## config.mk

```make
export PLATFORM = sky130hd
export DESIGN_NAME = ldst_ahb_arbiter_flat
export DESIGN_NICKNAME = d
export VERILOG_FILES = /design/src/rtl/ldst_ahb_arbiter_if.sv /design/src/rtl/ldst_ahb_arbiter.sv /design/src/flat_wrapper.sv
export SDC_FILE = /design/constraint.sdc
export NUM_CORES = 1
export LEC_CHECK = 0
export CORE_AREA = 10 10 114 116
export CTS_BUF_LIST = sky130_fd_sc_hd__clkbuf_8 sky130_fd_sc_hd__clkbuf_16
export DETAILED_ROUTE_END_ITERATION = 12
export DIE_AREA = 0 0 124 126
export DONT_BUFFER_PORTS = 1
export PLACE_DENSITY_LB_ADDON = 0.1
export SYNTH_ARGS = -nofsm -noshare
export SYNTH_HDL_FRONTEND = slang
export SYNTH_SLANG_ARGS = --single-unit
```

## constraint.sdc

```tcl
create_clock -name CLK -period 1.8 [get_ports CLK]
set_input_delay 0.45 -clock CLK [delete_from_list [all_inputs] [get_ports CLK]]
set_output_delay 0.45 -clock CLK [all_outputs]
set_load 0.005 [all_outputs]
```

## src/rtl/ldst_ahb_arbiter_if.sv

```systemverilog
// Bundle of the two load/store request/response channels and the AHB-Lite master port.
// The arbiter takes the slave view; pipes and the AHB slave model take the master view.
interface ldst_ahb_arbiter_if #(
    parameter int ADDR_W = 32
);
    logic              req0_valid;
    logic [ADDR_W-1:0] req0_addr;
    logic              req0_write;
    logic [1:0]        req0_size;
    logic [31:0]       req0_wdata;
    logic              req0_ready;
    logic              resp0_valid;
    logic              resp0_err;
    logic [31:0]       resp0_rdata;

    logic              req1_valid;
    logic [ADDR_W-1:0] req1_addr;
    logic              req1_write;
    logic [1:0]        req1_size;
    logic [31:0]       req1_wdata;
    logic              req1_ready;
    logic              resp1_valid;
    logic              resp1_err;
    logic [31:0]       resp1_rdata;

    logic [ADDR_W-1:0] HADDR;
    logic [1:0]        HTRANS;
    logic              HWRITE;
    logic [2:0]        HSIZE;
    logic [31:0]       HWDATA;
    logic [31:0]       HRDATA;
    logic              HREADY;
    logic              HRESP;

    modport slave (
        input  req0_valid, req0_addr, req0_write, req0_size, req0_wdata,
        input  req1_valid, req1_addr, req1_write, req1_size, req1_wdata,
        output req0_ready, resp0_valid, resp0_err, resp0_rdata,
        output req1_ready, resp1_valid, resp1_err, resp1_rdata,
        output HADDR, HTRANS, HWRITE, HSIZE, HWDATA,
        input  HRDATA, HREADY, HRESP
    );

    modport master (
        output req0_valid, req0_addr, req0_write, req0_size, req0_wdata,
        output req1_valid, req1_addr, req1_write, req1_size, req1_wdata,
        input  req0_ready, resp0_valid, resp0_err, resp0_rdata,
        input  req1_ready, resp1_valid, resp1_err, resp1_rdata,
        input  HADDR, HTRANS, HWRITE, HSIZE, HWDATA,
        output HRDATA, HREADY, HRESP
    );
endinterface

```

## src/rtl/ldst_ahb_arbiter.sv

```systemverilog
// Shares one AHB-Lite master port between the two ME1 load/store pipes: round-robin
// address-phase arbitration, held address phase on wait states, single tracked data phase.
module ldst_ahb_arbiter #(
    parameter int ADDR_W = 32
) (
    input  logic               CLK,
    input  logic               RST,
    ldst_ahb_arbiter_if.slave  bus
);
    localparam logic [1:0] HTRANS_IDLE   = 2'b00;
    localparam logic [1:0] HTRANS_NONSEQ = 2'b10;

    logic        last_grant;
    logic        ap_lock;
    logic        ap_owner;
    logic        dp_valid;
    logic        dp_owner;
    logic        dp_write;
    logic [31:0] dp_wdata;

    logic              err1;
    logic              has_win;
    logic              win;
    logic              drive;
    logic              accept;
    logic [ADDR_W-1:0] win_addr;
    logic              win_write;
    logic [1:0]        win_size;
    logic [31:0]       win_wdata;

    // A held address phase keeps its owner even if the other pipe would win the tie.
    always_comb begin
        err1      = dp_valid && bus.HRESP && !bus.HREADY;
        has_win   = 1'b0;
        win       = 1'b0;
        if (ap_lock) begin
            has_win = 1'b1;
            win     = ap_owner;
        end else if (bus.req0_valid && bus.req1_valid) begin
            has_win = 1'b1;
            win     = ~last_grant;
        end else if (bus.req0_valid) begin
            has_win = 1'b1;
            win     = 1'b0;
        end else if (bus.req1_valid) begin
            has_win = 1'b1;
            win     = 1'b1;
        end
        drive  = has_win && !err1;
        accept = drive && bus.HREADY;

        win_addr  = win ? bus.req1_addr  : bus.req0_addr;
        win_write = win ? bus.req1_write : bus.req0_write;
        win_size  = win ? bus.req1_size  : bus.req0_size;
        win_wdata = win ? bus.req1_wdata : bus.req0_wdata;
    end

    assign bus.HTRANS = drive ? HTRANS_NONSEQ : HTRANS_IDLE;
    assign bus.HADDR  = drive ? win_addr : '0;
    assign bus.HWRITE = drive && win_write;
    assign bus.HSIZE  = drive ? {1'b0, win_size} : 3'b000;
    assign bus.HWDATA = (dp_valid && dp_write) ? dp_wdata : 32'h0;

    assign bus.req0_ready = accept && (win == 1'b0);
    assign bus.req1_ready = accept && (win == 1'b1);

    assign bus.resp0_valid = dp_valid && (dp_owner == 1'b0) && bus.HREADY;
    assign bus.resp1_valid = dp_valid && (dp_owner == 1'b1) && bus.HREADY;
    assign bus.resp0_err   = bus.resp0_valid && bus.HRESP;
    assign bus.resp1_err   = bus.resp1_valid && bus.HRESP;
    assign bus.resp0_rdata = (dp_valid && (dp_owner == 1'b0)) ? bus.HRDATA : 32'h0;
    assign bus.resp1_rdata = (dp_valid && (dp_owner == 1'b1)) ? bus.HRDATA : 32'h0;

    // The first ERROR cycle cancels the pending address phase so arbitration restarts cleanly.
    always_ff @(posedge CLK) begin
        if (!RST) begin
            last_grant <= 1'b1;
            ap_lock    <= 1'b0;
            ap_owner   <= 1'b0;
            dp_valid   <= 1'b0;
            dp_owner   <= 1'b0;
            dp_write   <= 1'b0;
            dp_wdata   <= 32'h0;
        end else if (accept) begin
            last_grant <= win;
            ap_lock    <= 1'b0;
            dp_valid   <= 1'b1;
            dp_owner   <= win;
            dp_write   <= win_write;
            dp_wdata   <= win_wdata;
        end else begin
            if (dp_valid && bus.HREADY) begin
                dp_valid <= 1'b0;
            end
            if (err1) begin
                ap_lock <= 1'b0;
            end else if (drive && !bus.HREADY) begin
                ap_lock  <= 1'b1;
                ap_owner <= win;
            end
        end
    end
endmodule

```

## src/flat_wrapper.sv

```systemverilog
// flat-port wrapper written by rule: the top's interface ports become plain ports
module ldst_ahb_arbiter_flat 
#(
    parameter int ADDR_W = 32
)
  (CLK, RST, bus_req0_valid, bus_req0_addr, bus_req0_write, bus_req0_size, bus_req0_wdata, bus_req1_valid, bus_req1_addr, bus_req1_write, bus_req1_size, bus_req1_wdata, bus_req0_ready, bus_resp0_valid, bus_resp0_err, bus_resp0_rdata, bus_req1_ready, bus_resp1_valid, bus_resp1_err, bus_resp1_rdata, bus_HADDR, bus_HTRANS, bus_HWRITE, bus_HSIZE, bus_HWDATA, bus_HRDATA, bus_HREADY, bus_HRESP);
  ldst_ahb_arbiter_if #(.ADDR_W(ADDR_W)) bus_i ();
  input  logic CLK;
  input  logic RST;
  input wire logic [$bits(bus_i.req0_valid)-1:0] bus_req0_valid;
  input wire logic [$bits(bus_i.req0_addr)-1:0] bus_req0_addr;
  input wire logic [$bits(bus_i.req0_write)-1:0] bus_req0_write;
  input wire logic [$bits(bus_i.req0_size)-1:0] bus_req0_size;
  input wire logic [$bits(bus_i.req0_wdata)-1:0] bus_req0_wdata;
  input wire logic [$bits(bus_i.req1_valid)-1:0] bus_req1_valid;
  input wire logic [$bits(bus_i.req1_addr)-1:0] bus_req1_addr;
  input wire logic [$bits(bus_i.req1_write)-1:0] bus_req1_write;
  input wire logic [$bits(bus_i.req1_size)-1:0] bus_req1_size;
  input wire logic [$bits(bus_i.req1_wdata)-1:0] bus_req1_wdata;
  output wire logic [$bits(bus_i.req0_ready)-1:0] bus_req0_ready;
  output wire logic [$bits(bus_i.resp0_valid)-1:0] bus_resp0_valid;
  output wire logic [$bits(bus_i.resp0_err)-1:0] bus_resp0_err;
  output wire logic [$bits(bus_i.resp0_rdata)-1:0] bus_resp0_rdata;
  output wire logic [$bits(bus_i.req1_ready)-1:0] bus_req1_ready;
  output wire logic [$bits(bus_i.resp1_valid)-1:0] bus_resp1_valid;
  output wire logic [$bits(bus_i.resp1_err)-1:0] bus_resp1_err;
  output wire logic [$bits(bus_i.resp1_rdata)-1:0] bus_resp1_rdata;
  output wire logic [$bits(bus_i.HADDR)-1:0] bus_HADDR;
  output wire logic [$bits(bus_i.HTRANS)-1:0] bus_HTRANS;
  output wire logic [$bits(bus_i.HWRITE)-1:0] bus_HWRITE;
  output wire logic [$bits(bus_i.HSIZE)-1:0] bus_HSIZE;
  output wire logic [$bits(bus_i.HWDATA)-1:0] bus_HWDATA;
  input wire logic [$bits(bus_i.HRDATA)-1:0] bus_HRDATA;
  input wire logic [$bits(bus_i.HREADY)-1:0] bus_HREADY;
  input wire logic [$bits(bus_i.HRESP)-1:0] bus_HRESP;
  assign bus_i.req0_valid = bus_req0_valid;
  assign bus_i.req0_addr = bus_req0_addr;
  assign bus_i.req0_write = bus_req0_write;
  assign bus_i.req0_size = bus_req0_size;
  assign bus_i.req0_wdata = bus_req0_wdata;
  assign bus_i.req1_valid = bus_req1_valid;
  assign bus_i.req1_addr = bus_req1_addr;
  assign bus_i.req1_write = bus_req1_write;
  assign bus_i.req1_size = bus_req1_size;
  assign bus_i.req1_wdata = bus_req1_wdata;
  assign bus_req0_ready = bus_i.req0_ready;
  assign bus_resp0_valid = bus_i.resp0_valid;
  assign bus_resp0_err = bus_i.resp0_err;
  assign bus_resp0_rdata = bus_i.resp0_rdata;
  assign bus_req1_ready = bus_i.req1_ready;
  assign bus_resp1_valid = bus_i.resp1_valid;
  assign bus_resp1_err = bus_i.resp1_err;
  assign bus_resp1_rdata = bus_i.resp1_rdata;
  assign bus_HADDR = bus_i.HADDR;
  assign bus_HTRANS = bus_i.HTRANS;
  assign bus_HWRITE = bus_i.HWRITE;
  assign bus_HSIZE = bus_i.HSIZE;
  assign bus_HWDATA = bus_i.HWDATA;
  assign bus_i.HRDATA = bus_HRDATA;
  assign bus_i.HREADY = bus_HREADY;
  assign bus_i.HRESP = bus_HRESP;
  ldst_ahb_arbiter #(.ADDR_W(ADDR_W)) u_core (.CLK(CLK), .RST(RST), .bus(bus_i));
endmodule
```

Word level (Yosys, flattened, before mapping)

Index checks and enable logic that the tools add are counted.

Muxes and demuxes: 19
Bitwise operators: 6
Reduce and logical (&&, ||, !) cells: 22

Operator list:

| kind                | count |
|---|---|
| two-way mux 32 bit  | 6 |
| logical AND 1 bit   | 17 |
| two-way mux 1 bit   | 10 |
| two-way mux 2 bit   | 3 |
| NOT 1 bit           | 6 |
| AND reduction 3 bit | 1 |
| OR reduction 3 bit  | 1 |
| logical NOT 1 bit   | 2 |
| nonzero test 2 bit  | 1 |

Register bits: 38
Word-level logic and storage cells: 54

Depth between registers and ports, before layout

Depth after elaboration: 8
Depth in mapped cells: 7
Gate-level depth less buffers: 4

Worst setup path before layout

Ideal clock, no wire load.

Path kind: input-to-output
Start: input bus_req1_valid
End: output bus_HADDR[12]
Arrival time: 1.362 ns
Data required time: 1.350 ns
Setup slack: -0.012 ns
Stages: 7
Path buffers: 3
Cells stage by stage: a21bo_2 -> o21a_1 -> buf_2 -> buf_6 -> buf_2 -> nand2_1 -> a21oi_1

Cells in the longest elaborated chain, start to end: 6

RTL lines:

| what                                                    | RTL line                                       | source |
|---|---|---|
| from (decl)                                             | flat_wrapper.sv:15                             | `input wire logic [$bits(bus_i.req1_valid)-1:0] bus_req1_valid;` |
| two-way mux 1 bit                                       | ldst_ahb_arbiter.sv:45                         | `end else if (bus.req1_valid) begin` |
| two-way mux 1 bit                                       | ldst_ahb_arbiter.sv:42                         | `end else if (bus.req0_valid) begin` |
| two-way mux 1 bit                                       | ldst_ahb_arbiter.sv:39                         | `end else if (bus.req0_valid && bus.req1_valid) begin` |
| two-way mux 1 bit                                       | ldst_ahb_arbiter.sv:36                         | `if (ap_lock) begin` |
| two-way mux 32 bit or logical AND 1 bit (tied branches) | ldst_ahb_arbiter.sv:52, ldst_ahb_arbiter.sv:49 |  |
| two-way mux 32 bit (*)                                  | ldst_ahb_arbiter.sv:59                         | `assign bus.HADDR = drive ? win_addr : '0;` |
| to (decl)                                               | flat_wrapper.sv:28                             | `output wire logic [$bits(bus_i.HADDR)-1:0] bus_HADDR;` |

Every way passes the cells marked *; elsewhere a longest branch is shown, timed or not.

Final worst setup path

Start: register u_core.last_grant
End: output bus_HADDR[17]

Cells in the longest elaborated chain, start to end: 5

RTL lines:

| what                   | RTL line               | source |
|---|---|---|
| from (decl)            | ldst_ahb_arbiter.sv:13 | `logic last_grant;` |
| from (signal assigned) | ldst_ahb_arbiter.sv:85 | `last_grant <= win;` |
| NOT 1 bit              | ldst_ahb_arbiter.sv:41 | `win = ~last_grant;` |
| two-way mux 1 bit      | ldst_ahb_arbiter.sv:39 |  |
| two-way mux 1 bit      | ldst_ahb_arbiter.sv:36 |  |
| two-way mux 32 bit     | ldst_ahb_arbiter.sv:52 | `win_addr = win ? bus.req1_addr : bus.req0_addr;` |
| two-way mux 32 bit     | ldst_ahb_arbiter.sv:59 |  |

Every way passes these cells.

==> results.md <==
* Internal Dissipation at ~1.6 mW
* CTS Buffer Depth at 2
* Combinational power share at 0.324
* Pwr/cell area at 695 mW/mm²
* Via Count at around 3,200
* Endpoints failing hold at 0
* Row count at 38
* Number of clock sinks at 38
* Drt total wl at around 14 mm
* Achievable clock frequency at about 500 MHz
* Metal1 wirelength at 5.27 mm
* Routed vias/inst at roughly 5.5
* DPL Wire Length at between 10 and 15 mm
* Sequential element share of the synthesized area at 0.270
* Crit Path Max Fanout at 33
* Outcome: complete, but fails checks
* Net switching power at 0.804 mW
* Yosys cell types at 25
* Die width at around 120 µm
* Simple-Gate Fraction of Synth Area at 0.380
* Req. time, crit path at about 1.4 ns
* Clock Skew at around 0.011 ns
* Initial DRC count at ~170
* Compound-Gate Fraction of Synth Area at 0.259
* Commonest non-fill, non-tap cells in the layout: nand2_1 (97), and3_1 (66), a21oi_1 (65)
* Largest family of logic cells by synthesized area: simple AND/OR/NAND/NOR gates
* Crit Path Class: reg -> out
* Final period util at 1.09
* Post-CTS Hold Buffers at 0
* Period minus WS final at between 1.5 and 2 ns
* Die Ht at approximately 130 µm
* Top layer in use: met4
* Syn. warnings at 0
* Worst slack, placed at -0.0846 ns
* Gpl congestion at 0.925
* N_diodes at 0
* Fin util at 0.330
* FF+latch count, synth at 38
* Most common cell after layout, fill and taps aside: nand2_1
* Drt drc at 0
* Unrepaired setup endpoints after global routing: yes
* Violated checks: setup timing
* CTS tree: yes
* Max_cap viols at 0
* Final setup violation count at 37
* Synthesized area at around 0.0028 mm²
* Clk slew on worst S/H paths at approximately 0.070 ns
* Met2 WL post-DR at between 6 and 7 mm
* Initial antenna violation count at 0
* Initial Util at 0.263
* Cells after Synth at around 450
* Total track usage at 0.162
* Root buffer cell: clkbuf_8
* Met3 routed WL at 1.90 mm
* Worst slack on hold paths at 0.252 ns
* Multiplexer share of the synthesized area at 0.00356
* Number of port buffers at 0
* Nets at slightly above 600
* Design Power at roughly 2.4 mW
* CP Launch Type: register
* Antenna Violating Nets Remaining at 0
* Largest net degree at the start of global routing at 39
* Sw Share at 0.328
* Per-cell routed wire length at 24.9 µm
* First-pass GRT wire length at around 20 mm
* XOR/XNOR Fraction of Synth Area at 0
* Number of global-route vias before repair at ~3,300
* GRT Residual Overflow at 0
* Final worst slack at -0.154 ns
* Hold Crit Class: in -> reg
* CP Data Arrival Time at 1.50 ns
* IO Pins at roughly 310
* Core footprint at approximately 0.011 mm²
* H-tree depth at 2
* DR pass1 iterations at 4
* Critical Path End Type: primary output
* Die ar. at roughly 0.016 mm²
* Clk pwr share at 0.290
* Fraction of power consumed by sequential logic at 0.386
* Clk Latency, worst-skew pair at between 0.2 and 0.3 ns
* Leakage Power at between 1.5 and 2 nW
* Synth Area in Adders at 0
* Synthesis-to-finish area growth at 25.2%
* Share of layout cells above drive strength 1 at 0.218
* Slew Viols, Final at 0
* Synthesized area per cell at around 6.3 µm²
* CTS Buf Count at 5
* VDD IR-drop max at around 0.00039 V
metrics by stage:
step | TNS (ns) | cell area (µm²) | std cells
after global routing | -7.04 | 3530 | 580
after floorplan | 0 | 2830 | 446
final | -4.00 | 3530 | 580
after CTS | -4.79 | 3410 | 575
after detailed placement | -0.192 | 2960 | 556
after global placement | -0.101 | 2960 | 556
final timing paths:
path	to	slack, ns	start	depth (start not counted)
min reg2reg	u_core.last_grant	0.51	u_core.last_grant	2
max reg2reg	u_core.dp_wdata[26]	0.24	u_core.last_grant	7
min	u_core.last_grant	0.25	RST	1
max	bus_HADDR[17]	-0.15	u_core.last_grant	5
per-layer routing:
layer / global-route usage / up-vias
met1: 0.180 / 1468
met3: 0.0639 / 21
met5: 0 / -
met2: 0.278 / 189
met4: 0.0467 / 0
li1: - / 1490
cell type report:
type,count,area [µm²]
Clock inverter,3,37.5
Timing Repair Buffer,36,444
Multi-Input combinational cell,357,2020
Sequential cell,38,769
Fill cell,1132,7170
Tap cell,140,175
Clock buffer,5,68.8
Inverter,1,6.26
power by group through the flow:
stage                     clock network, mW  logic, mW  registers [mW]
after global placement                    0      0.609           0.963
final                                 0.710      0.794           0.945
after floorplan                           0      0.462           0.956
after CTS                             0.739      0.752           0.944
after global routing                  0.779      0.881           0.953
after detailed placement                  0      0.607           0.964
critical path, cell delays in order (launching register included):
cell and delay, ns:
dfxtp_2 0.32, a21bo_2 0.22, o21ai_4 0.17, buf_12 0.20, nand2_1 0.09, a21oi_2 0.22
flip-flops by register name, indices dropped and copies added, names as in the netlist:
signal             count
u_core.dp_valid        1
u_core.dp_write        1
u_core.ap_owner        1
u_core.dp_wdata       32
u_core.ap_lock         1
u_core.last_grant      1
u_core.dp_owner        1
synth_stat cells:
library cell	n	area share
nor2_1	5	0.0067
o211a_1	1	0.0036
buf_6	1	0.0040
nand2_1	102	0.14
buf_2	21	0.037
nor2b_1	3	0.0067
conb_1	1	0.0013
nand2b_1	1	0.0022
a211oi_1	1	0.0027
o21ai_0	33	0.059
a21oi_1	99	0.18
and3_1	66	0.15
dfxtp_1	38	0.27
a21o_1	1	0.0027
o21ai_1	2	0.0036
a21bo_2	1	0.0036
o21ai_2	1	0.0031
mux2i_1	1	0.0036
and4_1	1	0.0031
nor3_2	1	0.0036
o21a_1	2	0.0053
clkbuf_1	24	0.032
inv_1	1	0.0013
and2_1	34	0.076
buf_4	4	0.011
cells by family (layout without fill, tap and decap cells):
family          count (synthesis)  after routing
other cells                     1              2
flops                          38             38
compound gates                141            141
simple gates                  213            213
mux                             1              1
buf+inv                        51             45
timing repair:
item                       in CTS  in global routing
setup endpoints to repair      51                 60
setup buffers                   7                  2
gates cloned                    4                  3
gates resized for setup        57                 18
pin swaps                       2                  0
(Power assumes the default switching activity.)
